**src/rtl/count_sequencer_if.sv**
```systemverilog
// Command channel of the LED counter sequencer: a single valid/ready handshake
// carrying a 2-bit opcode and a CNT_W-bit load value.
interface count_sequencer_if #(
  parameter int CNT_W = 4
) ();

  logic             cmd_valid;
  logic             cmd_ready;
  logic [1:0]       cmd_op;
  logic [CNT_W-1:0] cmd_data;

  // The command source drives valid/op/data and watches ready.
  modport master (
    output cmd_valid,
    output cmd_op,
    output cmd_data,
    input  cmd_ready
  );

  // The sequencer consumes commands and reports when it can take one.
  modport slave (
    input  cmd_valid,
    input  cmd_op,
    input  cmd_data,
    output cmd_ready
  );

endinterface : count_sequencer_if

```
**src/rtl/count_sequencer.sv**
```systemverilog
// Run/stop/load controller for the LED counter datapath.
// A clock-enable prescaler replaces the old derived slow clock: while running,
// cnt_en pulses for one board-clock cycle every DIV_MAX+1 cycles. Commands
// arrive on a valid/ready channel; the counter value is fed back on count_in
// so that wrap-arounds can be tallied in wrap_cnt (saturating at 255).
module count_sequencer #(
  parameter int          CNT_W   = 4,
  parameter int          DIV_W   = 26,
  parameter int unsigned DIV_MAX = 67108863
) (
  input  logic             clk,
  input  logic             clr,
  count_sequencer_if.slave cmd,
  input  logic [CNT_W-1:0] count_in,
  output logic             cnt_en,
  output logic             cnt_dir,
  output logic             cnt_load,
  output logic [CNT_W-1:0] cnt_val,
  output logic [7:0]       wrap_cnt,
  output logic [1:0]       state
);

  // Encodings are visible on the state port, so they are pinned explicitly.
  typedef enum logic [1:0] {
    ST_IDLE = 2'b00,
    ST_RUN  = 2'b01,
    ST_LOAD = 2'b10
  } state_t;

  typedef enum logic [1:0] {
    OP_START_UP   = 2'b00,
    OP_START_DOWN = 2'b01,
    OP_STOP       = 2'b10,
    OP_LOAD       = 2'b11
  } op_t;

  localparam logic [DIV_W-1:0] DIV_TERM = DIV_W'(DIV_MAX);
  localparam logic [DIV_W-1:0] DIV_ONE  = DIV_W'(1);
  localparam logic [CNT_W-1:0] CNT_TOP  = {CNT_W{1'b1}};
  localparam logic [CNT_W-1:0] CNT_BOT  = '0;
  localparam logic [7:0]       WRAP_SAT = 8'hFF;

  // Registered state and its next-state companions.
  state_t           state_q, state_d;
  logic [DIV_W-1:0] div_q, div_d;
  logic             en_q, en_d;
  logic             load_q, load_d;
  logic [CNT_W-1:0] val_q, val_d;
  logic             dir_q, dir_d;
  logic [7:0]       wrap_q, wrap_d;

  // Decoded command and side conditions.
  op_t  op;
  logic accept;
  logic is_start;
  logic terminal;
  logic wrap_hit;

  // Ready drops only for the single LOAD cycle; decoded straight from state.
  assign cmd.cmd_ready = (state_q != ST_LOAD);

  assign op       = op_t'(cmd.cmd_op);
  assign accept   = cmd.cmd_valid && cmd.cmd_ready;
  assign is_start = (op == OP_START_UP) || (op == OP_START_DOWN);
  assign terminal = (div_q == DIV_TERM);

  // A step taken this cycle wraps if it leaves the end of the range in the
  // direction currently being counted.
  assign wrap_hit = en_q && (dir_q ? (count_in == CNT_TOP) : (count_in == CNT_BOT));

  // Next-state and next-output decode for the controller.
  always_comb begin
    // NOTE: every signal driven here gets a default first, so no path through
    // the case/if tree can leave one unassigned and infer a latch.
    state_d = state_q;
    div_d   = div_q;
    en_d    = 1'b0;
    load_d  = 1'b0;
    val_d   = val_q;
    dir_d   = dir_q;
    wrap_d  = (wrap_hit && (wrap_q != WRAP_SAT)) ? wrap_q + 8'd1 : wrap_q;

    unique case (state_q)
      ST_IDLE: begin
        if (accept) begin
          if (is_start) begin
            // Fresh start: prescaler phase and wrap tally both begin at zero.
            state_d = ST_RUN;
            dir_d   = (op == OP_START_UP);
            div_d   = '0;
            wrap_d  = '0;
          end else if (op == OP_LOAD) begin
            state_d = ST_LOAD;
            load_d  = 1'b1;
            val_d   = cmd.cmd_data;
          end
          // STOP while idle changes nothing.
        end
      end

      ST_RUN: begin
        // Free-running prescaler; the step pulse is registered, so it appears
        // in the cycle after the terminal count.
        div_d = terminal ? '0 : div_q + DIV_ONE;
        en_d  = terminal;
        if (accept) begin
          if (is_start) begin
            // Direction change only; phase and tally continue undisturbed.
            dir_d = (op == OP_START_UP);
          end else if (op == OP_STOP) begin
            // STOP beats a coincident terminal count.
            state_d = ST_IDLE;
            div_d   = '0;
            en_d    = 1'b0;
          end else begin
            // LOAD likewise swallows a coincident step, keeping cnt_en and
            // cnt_load mutually exclusive.
            state_d = ST_LOAD;
            div_d   = '0;
            en_d    = 1'b0;
            load_d  = 1'b1;
            val_d   = cmd.cmd_data;
          end
        end
      end

      ST_LOAD: begin
        // One-cycle load strobe, then wait for a new START.
        state_d = ST_IDLE;
      end

      default: begin
        state_d = ST_IDLE;
        div_d   = '0;
      end
    endcase
  end

  // State and output registers; clr aborts any run or load at once.
  always_ff @(posedge clk or posedge clr) begin
    if (clr) begin
      state_q <= ST_IDLE;
      div_q   <= '0;
      en_q    <= 1'b0;
      load_q  <= 1'b0;
      val_q   <= '0;
      dir_q   <= 1'b1;
      wrap_q  <= '0;
    end else begin
      // NOTE: non-blocking assignments here so every register samples the
      // pre-edge values computed above, independent of statement order.
      state_q <= state_d;
      div_q   <= div_d;
      en_q    <= en_d;
      load_q  <= load_d;
      val_q   <= val_d;
      dir_q   <= dir_d;
      wrap_q  <= wrap_d;
    end
  end

  assign state    = state_q;
  assign cnt_en   = en_q;
  assign cnt_load = load_q;
  assign cnt_val  = val_q;
  assign cnt_dir  = dir_q;
  assign wrap_cnt = wrap_q;

  // The counter must never be asked to step and load in the same cycle.
  a_en_load_excl : assert property (@(posedge clk) disable iff (clr)
    !(cnt_en && cnt_load));

  // The load strobe is a single-cycle pulse.
  a_load_single : assert property (@(posedge clk) disable iff (clr)
    cnt_load |=> !cnt_load);

endmodule : count_sequencer

```
**src/flat_wrapper.sv**
```systemverilog
// flat-port wrapper written by rule: the top's interface ports become plain ports
module count_sequencer_flat 
#(
  parameter int          CNT_W   = 4,
  parameter int          DIV_W   = 26,
  parameter int unsigned DIV_MAX = 67108863
)
  (clk, clr, count_in, cnt_en, cnt_dir, cnt_load, cnt_val, wrap_cnt, state, cmd_cmd_valid, cmd_cmd_op, cmd_cmd_data, cmd_cmd_ready);
  count_sequencer_if #(.CNT_W(CNT_W)) cmd_i ();
  input  logic clk;
  input  logic clr;
  input  logic [CNT_W-1:0] count_in;
  output logic cnt_en;
  output logic cnt_dir;
  output logic cnt_load;
  output logic [CNT_W-1:0] cnt_val;
  output logic [7:0] wrap_cnt;
  output logic [1:0] state;
  input wire logic [$bits(cmd_i.cmd_valid)-1:0] cmd_cmd_valid;
  input wire logic [$bits(cmd_i.cmd_op)-1:0] cmd_cmd_op;
  input wire logic [$bits(cmd_i.cmd_data)-1:0] cmd_cmd_data;
  output wire logic [$bits(cmd_i.cmd_ready)-1:0] cmd_cmd_ready;
  assign cmd_i.cmd_valid = cmd_cmd_valid;
  assign cmd_i.cmd_op = cmd_cmd_op;
  assign cmd_i.cmd_data = cmd_cmd_data;
  assign cmd_cmd_ready = cmd_i.cmd_ready;
  count_sequencer #(.CNT_W(CNT_W), .DIV_W(DIV_W), .DIV_MAX(DIV_MAX)) u_core (.clk(clk), .clr(clr), .cmd(cmd_i), .count_in(count_in), .cnt_en(cnt_en), .cnt_dir(cnt_dir), .cnt_load(cnt_load), .cnt_val(cnt_val), .wrap_cnt(wrap_cnt), .state(state));
endmodule
```
**config.mk**
```make
export PLATFORM = sky130hd
export DESIGN_NAME = count_sequencer_flat
export DESIGN_NICKNAME = d
export VERILOG_FILES = /design/src/rtl/count_sequencer_if.sv /design/src/rtl/count_sequencer.sv /design/src/flat_wrapper.sv
export SDC_FILE = /design/constraint.sdc
export NUM_CORES = 1
export LEC_CHECK = 0
export ABC_AREA = 1
export BUFFER_PORTS_ARGS = -buffer_cell sky130_fd_sc_hd__buf_2
export CELL_PAD_IN_SITES_DETAIL_PLACEMENT = 0
export CELL_PAD_IN_SITES_GLOBAL_PLACEMENT = 1
export CORE_ASPECT_RATIO = 1.1
export CORE_MARGIN = 3
export CORE_UTILIZATION = 42
export DETAILED_ROUTE_END_ITERATION = 8
export PLACE_DENSITY_LB_ADDON = 0.1
export SLEW_MARGIN = 0
export SYNTH_ARGS = -nofsm -noshare
export SYNTH_HDL_FRONTEND = slang
export SYNTH_SLANG_ARGS = --single-unit
```
**constraint.sdc**
```tcl
create_clock -name clk -period 1.7 [get_ports clk]
set_clock_uncertainty 0.05 [all_clocks]
set_input_delay 0.085 -clock clk [delete_from_list [all_inputs] [get_ports clk]]
set_output_delay 0.085 -clock clk [all_outputs]
set_load 0.01 [all_outputs]
```
-- Yosys cells after proc, flatten, opt, wreduce, memory -nomap -nowiden
Cells that the tools add are included.
- add/subtract/negate cells: 2
- equality and inequality tests: 17
- mux-type cells: 35
- bitwise operators: 1
- reductions and logical operators: 13
- operators with widths (cell ; count):
    26-bit 2-to-1 mux ; 5
    26-bit case mux with 3 select lines ; 1
    8-bit 2-to-1 mux ; 4
    26-bit by 1-bit adder with 26-bit output (second input constant) ; 1
    26-bit == test (second input constant) ; 1
    4-bit 2-to-1 mux ; 6
    2-bit 2-to-1 mux ; 6
    1-bit 2-to-1 mux ; 10
    8-bit by 1-bit adder with 8-bit output (second input constant) ; 1
    2-bit by 1-bit inequality test with 1-bit output (second input constant) ; 4
    2-bit inequality test (second input constant) ; 4
    8-bit inequality test (second input constant) ; 1
    4-bit case mux with 2 select lines ; 1
    7-bit AND reduction ; 1
    2-bit == test (second input constant) ; 3
    3-bit AND reduction ; 2
    2-bit by 1-bit == test with 1-bit output (second input constant) ; 2
    4-bit == test (second input constant) ; 1
    2-bit zero test ; 2
    4-bit zero test ; 1
    2-bit case mux with 2 select lines ; 1
    4-bit AND reduction ; 1
    1-bit logical AND ; 3
    3-bit by 1-bit inequality test with 1-bit output (second input constant) ; 1
    5 further kinds ; 5
- register bits after elaboration: 43
- output and inout bits: 18

-- Depth between registers and ports, before layout
- depth after elaboration: 8
- gate-level depth with buffers: 11
- gate-level depth less buffers: 10

-- Worst setup path after synthesis
Ideal clock, no wire load.
- path kind: reg-to-reg
- start: register u_core.wrap_q[0] (netlist: u_core.wrap_cnt[0])
- end: register u_core.wrap_q[0] (netlist: u_core.wrap_cnt[0])
- library setup time: 0.128 ns
- arrival: 1.406 ns
- data required time: 1.522 ns
- path slack: 0.116 ns
- cell stages (with the launch flop): 9
- cell sequence: dfrtp_1 ha_1 nand2_1 nor2_1 nand2_1 nand3_1 inv_1 o21ai_0 a21oi_1
- cells in the longest elaborated chain, start to end: 6
- elaborated cells between the ends (all ways): 7
- RTL lines (item ; RTL line ; RTL):
    from (decl) ; count_sequencer.sv:50 ; logic [7:0] wrap_q, wrap_d;
    from (signal assigned) ; count_sequencer.sv:158 ; wrap_q <= wrap_d;
    branches (longest 2 deep; another with 8-bit by 1-bit adder with 8-bit output) ; - ;
    8-bit 2-to-1 mux (*) ; count_sequencer.sv:81 ; wrap_d = (wrap_hit && (wrap_q != WRAP_SAT)) ? wrap_q + 8'd1 : wrap_q;
    8-bit 2-to-1 mux ; count_sequencer.sv:86 ; if (is_start) begin
    8-bit 2-to-1 mux ; count_sequencer.sv:85 ; if (accept) begin
    8-bit 2-to-1 mux (*) ; count_sequencer.sv:83 ; unique case (state_q)
    named net u_core.wrap_d[0] ; count_sequencer.sv:50 ;
Mark *: on every way through the listed nets, which the timed path passes.
A chain may end at the register's enable or synchronous reset.

-- Final worst setup path
- start: register u_core.div_q[0]
- end: register u_core.div_q[11]
- cells in the longest elaborated chain, start to end: 5
- elaborated cells between the ends (all ways): 6
- RTL lines (item ; RTL line ; RTL):
    from (decl) ; count_sequencer.sv:45 ; logic [DIV_W-1:0] div_q, div_d;
    from (signal assigned) ; count_sequencer.sv:153 ; div_q <= div_d;
    26-bit by 1-bit adder with 26-bit output or 26-bit == test (tied branches) ; count_sequencer.sv:104, count_sequencer.sv:65 ;
    26-bit 2-to-1 mux (*) ; count_sequencer.sv:104 ; div_d = terminal ? '0 : div_q + DIV_ONE;
    26-bit 2-to-1 mux ; count_sequencer.sv:107 ; if (is_start) begin
    26-bit 2-to-1 mux (*) ; count_sequencer.sv:106 ; if (accept) begin
    26-bit case mux with 3 select lines (*) ; count_sequencer.sv:83 ;
Every way passes the cells marked *; elsewhere a longest branch is shown, timed or not.

==> flow_metrics.env <==
export IMPL_dp_hpwl_microns=4670
export IMPL_numCtsBuffers=5
export IMPL_boundaryPins=31
export IMPL_maxCapViolCount=0
export IMPL_ys_types=29
export IMPL_firstDrtPassIters=4
export IMPL_clock_sinks=43
export IMPL_worst_endpoint_required_ps=1830
export IMPL_area_growth_pct=24.98
export IMPL_rsz0062_at_grt="true"
export IMPL_worst_pin_slew_ps=341.3
export IMPL_grt_pass1_wl_microns=10130
export IMPL_rrSetupSlack_ps=130
export IMPL_die_w_microns=80.22
export IMPL_overflow=0
export IMPL_gp_congestion=0.8128
export IMPL_dp_cells=488
export IMPL_path_class="register to register"
export IMPL_layout_commonest_cell="nand2_1"
export IMPL_cp_end_kind="register"
export IMPL_max_slew_margin_rel=0.7711
export IMPL_reg2reg_to="u_core.div_q[11]"
export IMPL_cts_root_buf="clkbuf_8"
export IMPL_worst_path_max_fanout=18
export IMPL_synth_top_area_share=0.4130
export IMPL_r2r_start="u_core.div_q[0]"
export IMPL_core_area_sq_um=5806
export IMPL_die_area_sq_um=7030
export IMPL_fin_nets=441
export IMPL_ff2ff_path_depth=10
export IMPL_clock_fmax_ghz=0.6356
export IMPL_whs_endpoint="u_core.cnt_dir"
export IMPL_die_h_microns=87.64
export IMPL_report_final_slew_viol_count=0
export IMPL_netlist_top_cell_by_area="dfrtp_1"
export IMPL_worst_slack_ps=126.7
export IMPL_hp_class="input port to register"
export IMPL_multi_input_area_sq_um=1292
export IMPL_fin_crit_sh=0.9255
export IMPL_htree_levels=2
export IMPL_p_leak_nw=1.548
export IMPL_start_kind="register"
export IMPL_wl_per_cell_microns=11.96
export IMPL_hold_depth=3
export IMPL_pre_cts_ws_ps=6.380
export IMPL_syn_num_nets=381
export IMPL_antennaDiodeCount=0
export IMPL_grt_pass1_vias=2195
export IMPL_ant_nets=0
export IMPL_drtIter0Drc=82
export IMPL_port_buffers=30
export IMPL_drc_errors=0
export IMPL_ys_ff_latch=43
export IMPL_seqCellArea_sq_um=1079
export IMPL_synth_area_sq_um=2545
export IMPL_peakVddDrop_v=0.0005935
export IMPL_clk_pin_slew_ps=80
export IMPL_arrival_ps=1700
export IMPL_tritoncts="done"
export IMPL_stdcell_count=504
export IMPL_powerDensity_nw_per_um2=716.9
export IMPL_grt_max_degree=22
export IMPL_fp_row_count=29
export IMPL_holdCritStartpoint="cmd_cmd_valid"
export IMPL_final_cell_mix="nand2_1, nor2_1, inv_1, dfrtp_1, buf_2"
export IMPL_viasPerCell=4.688
export IMPL_drive_gt1_frac=0.1897
export IMPL_synth_cells=366
export IMPL_hold_viol=0
export IMPL_fillers=592
export IMPL_clock_path_buffers=2
export IMPL_clock_latency_ps=300
export IMPL_synth_warnings=0
export IMPL_setup_viol=0
export IMPL_tns_ps=0
export IMPL_seq_area_frac_synth=0.4233
export IMPL_track_usage=0.1852
export IMPL_syn_avg_cell_area_sq_um=6.953
export IMPL_synth_area_leaders="dfrtp_1, nand2_1, nor2_1"
export IMPL_vias=2363
export IMPL_antenna_found_initial=0
export IMPL_start_util=0.4384
export IMPL_drt_wl_total_microns=6027
export IMPL_outcome="completed"
export IMPL_min_period_ps=1573
flip-flops by register name, indices dropped and copies added, names as in the netlist:
register and count:
u_core.cnt_dir 1, u_core.cnt_en 1, u_core.cnt_load 1, u_core.cnt_val 4
u_core.div_q 26, u_core.state 2, u_core.wrap_cnt 8
cells in the mapped netlist, drive strengths merged:
| library cell | n |
|---|---|
| o21ai | 15 |
| buf | 5 |
| clkinv | 1 |
| inv | 47 |
| o31ai | 1 |
| nand3b | 4 |
| nor3 | 5 |
| and3 | 1 |
| nor2 | 65 |
| xor2 | 10 |
| dfrtp | 42 |
| ha | 2 |
| o21bai | 1 |
| nand4 | 8 |
| nand2 | 119 |
| a21oi | 6 |
| nor3b | 1 |
| dfstp | 1 |
| nand3 | 30 |
| xnor2 | 2 |
stage by stage:
step                area (sq um)  hold slack, ps  total power, mW    util
finish                      3181           60.49            2.280  0.5478
global route                3181           80.33            2.410  0.5478
CTS                         3126           52.91            2.295  0.5384
detailed placement          2935          -28.97            1.440  0.5056
global placement            2935          -38.15            1.436  0.5056
floorplan                   2545           109.6            1.322       -
critical path, cell delays in order, from the launching register on:
cell and delay (ps):
dfrtp_1 430, ha_4 170, nand3_2 100, inv_2 90
nand2_2 80, nor2_4 110, nand3b_2 100, nand2_4 120
nand2_4 80, clkinv_8 90, nor2_1 50
report_power, final:
group / switching [mW] / leakage [nW] / total [mW] / internal [mW]
Combinational: 0.216 / 0.901 / 0.347 / 0.130
Clock: 0.354 / 0.0612 / 0.830 / 0.476
Sequential: 0.0369 / 0.586 / 1.10 / 1.07
Total: 0.607 / 1.55 / 2.28 / 1.67
worst max path at each step:
stage / from / to / depth (start not counted)
2_1_floorplan: u_core.wrap_cnt[0] / u_core.wrap_cnt[0] / 8
3_3_place_gp: u_core.div_q[7] / u_core.div_q[17] / 8
3_5_place_dp: u_core.div_q[0] / u_core.div_q[18] / 9
4_1_cts: u_core.div_q[7] / u_core.div_q[13] / 8
5_1_grt: u_core.div_q[0] / u_core.div_q[18] / 10
6_report: u_core.div_q[0] / u_core.div_q[11] / 10
per-layer routing:
layer | track usage | vias up | part of all wire
met5 | 0 | - | 0
met4 | 0.05530 | 0 | 0.017
met3 | 0.03395 | 9 | 0.028
met2 | 0.3343 | 30 | 0.50
met1 | 0.2236 | 1068 | 0.46
li1 | - | 1256 | -
timing repair:
item | 4_1_cts | 5_1_grt
hold buffers | 7 | 0
pin swaps | 0 | 3
endpoints found under the setup margin | 1 | 27
buffers inserted | 0 | 1
hold endpoints to repair | 48 | 0
resized for setup | 1 | 13
cells by family (layout without fill, tap and decap cells):
family,after synthesis,in the layout,share of synthesized area
xor+xnor,12,12,0.04130
buf+inv,53,114,0.08506
simple gates,233,233,0.3933
fa+ha+maj,2,2,0.009831
compound gates,23,23,0.04720
flops,43,43,0.4233
cell type report:
cell class / count / share of cell area
Multi-Input combinational cell: 270 / 0.4064
Sequential cell: 43 / 0.3391
Timing Repair Buffer: 58 / 0.1267
Inverter: 48 / 0.06058
Tap cell: 77 / 0.03029
Clock buffer: 6 / 0.02596
Clock inverter: 2 / 0.01101
(Power assumes the default switching activity.)
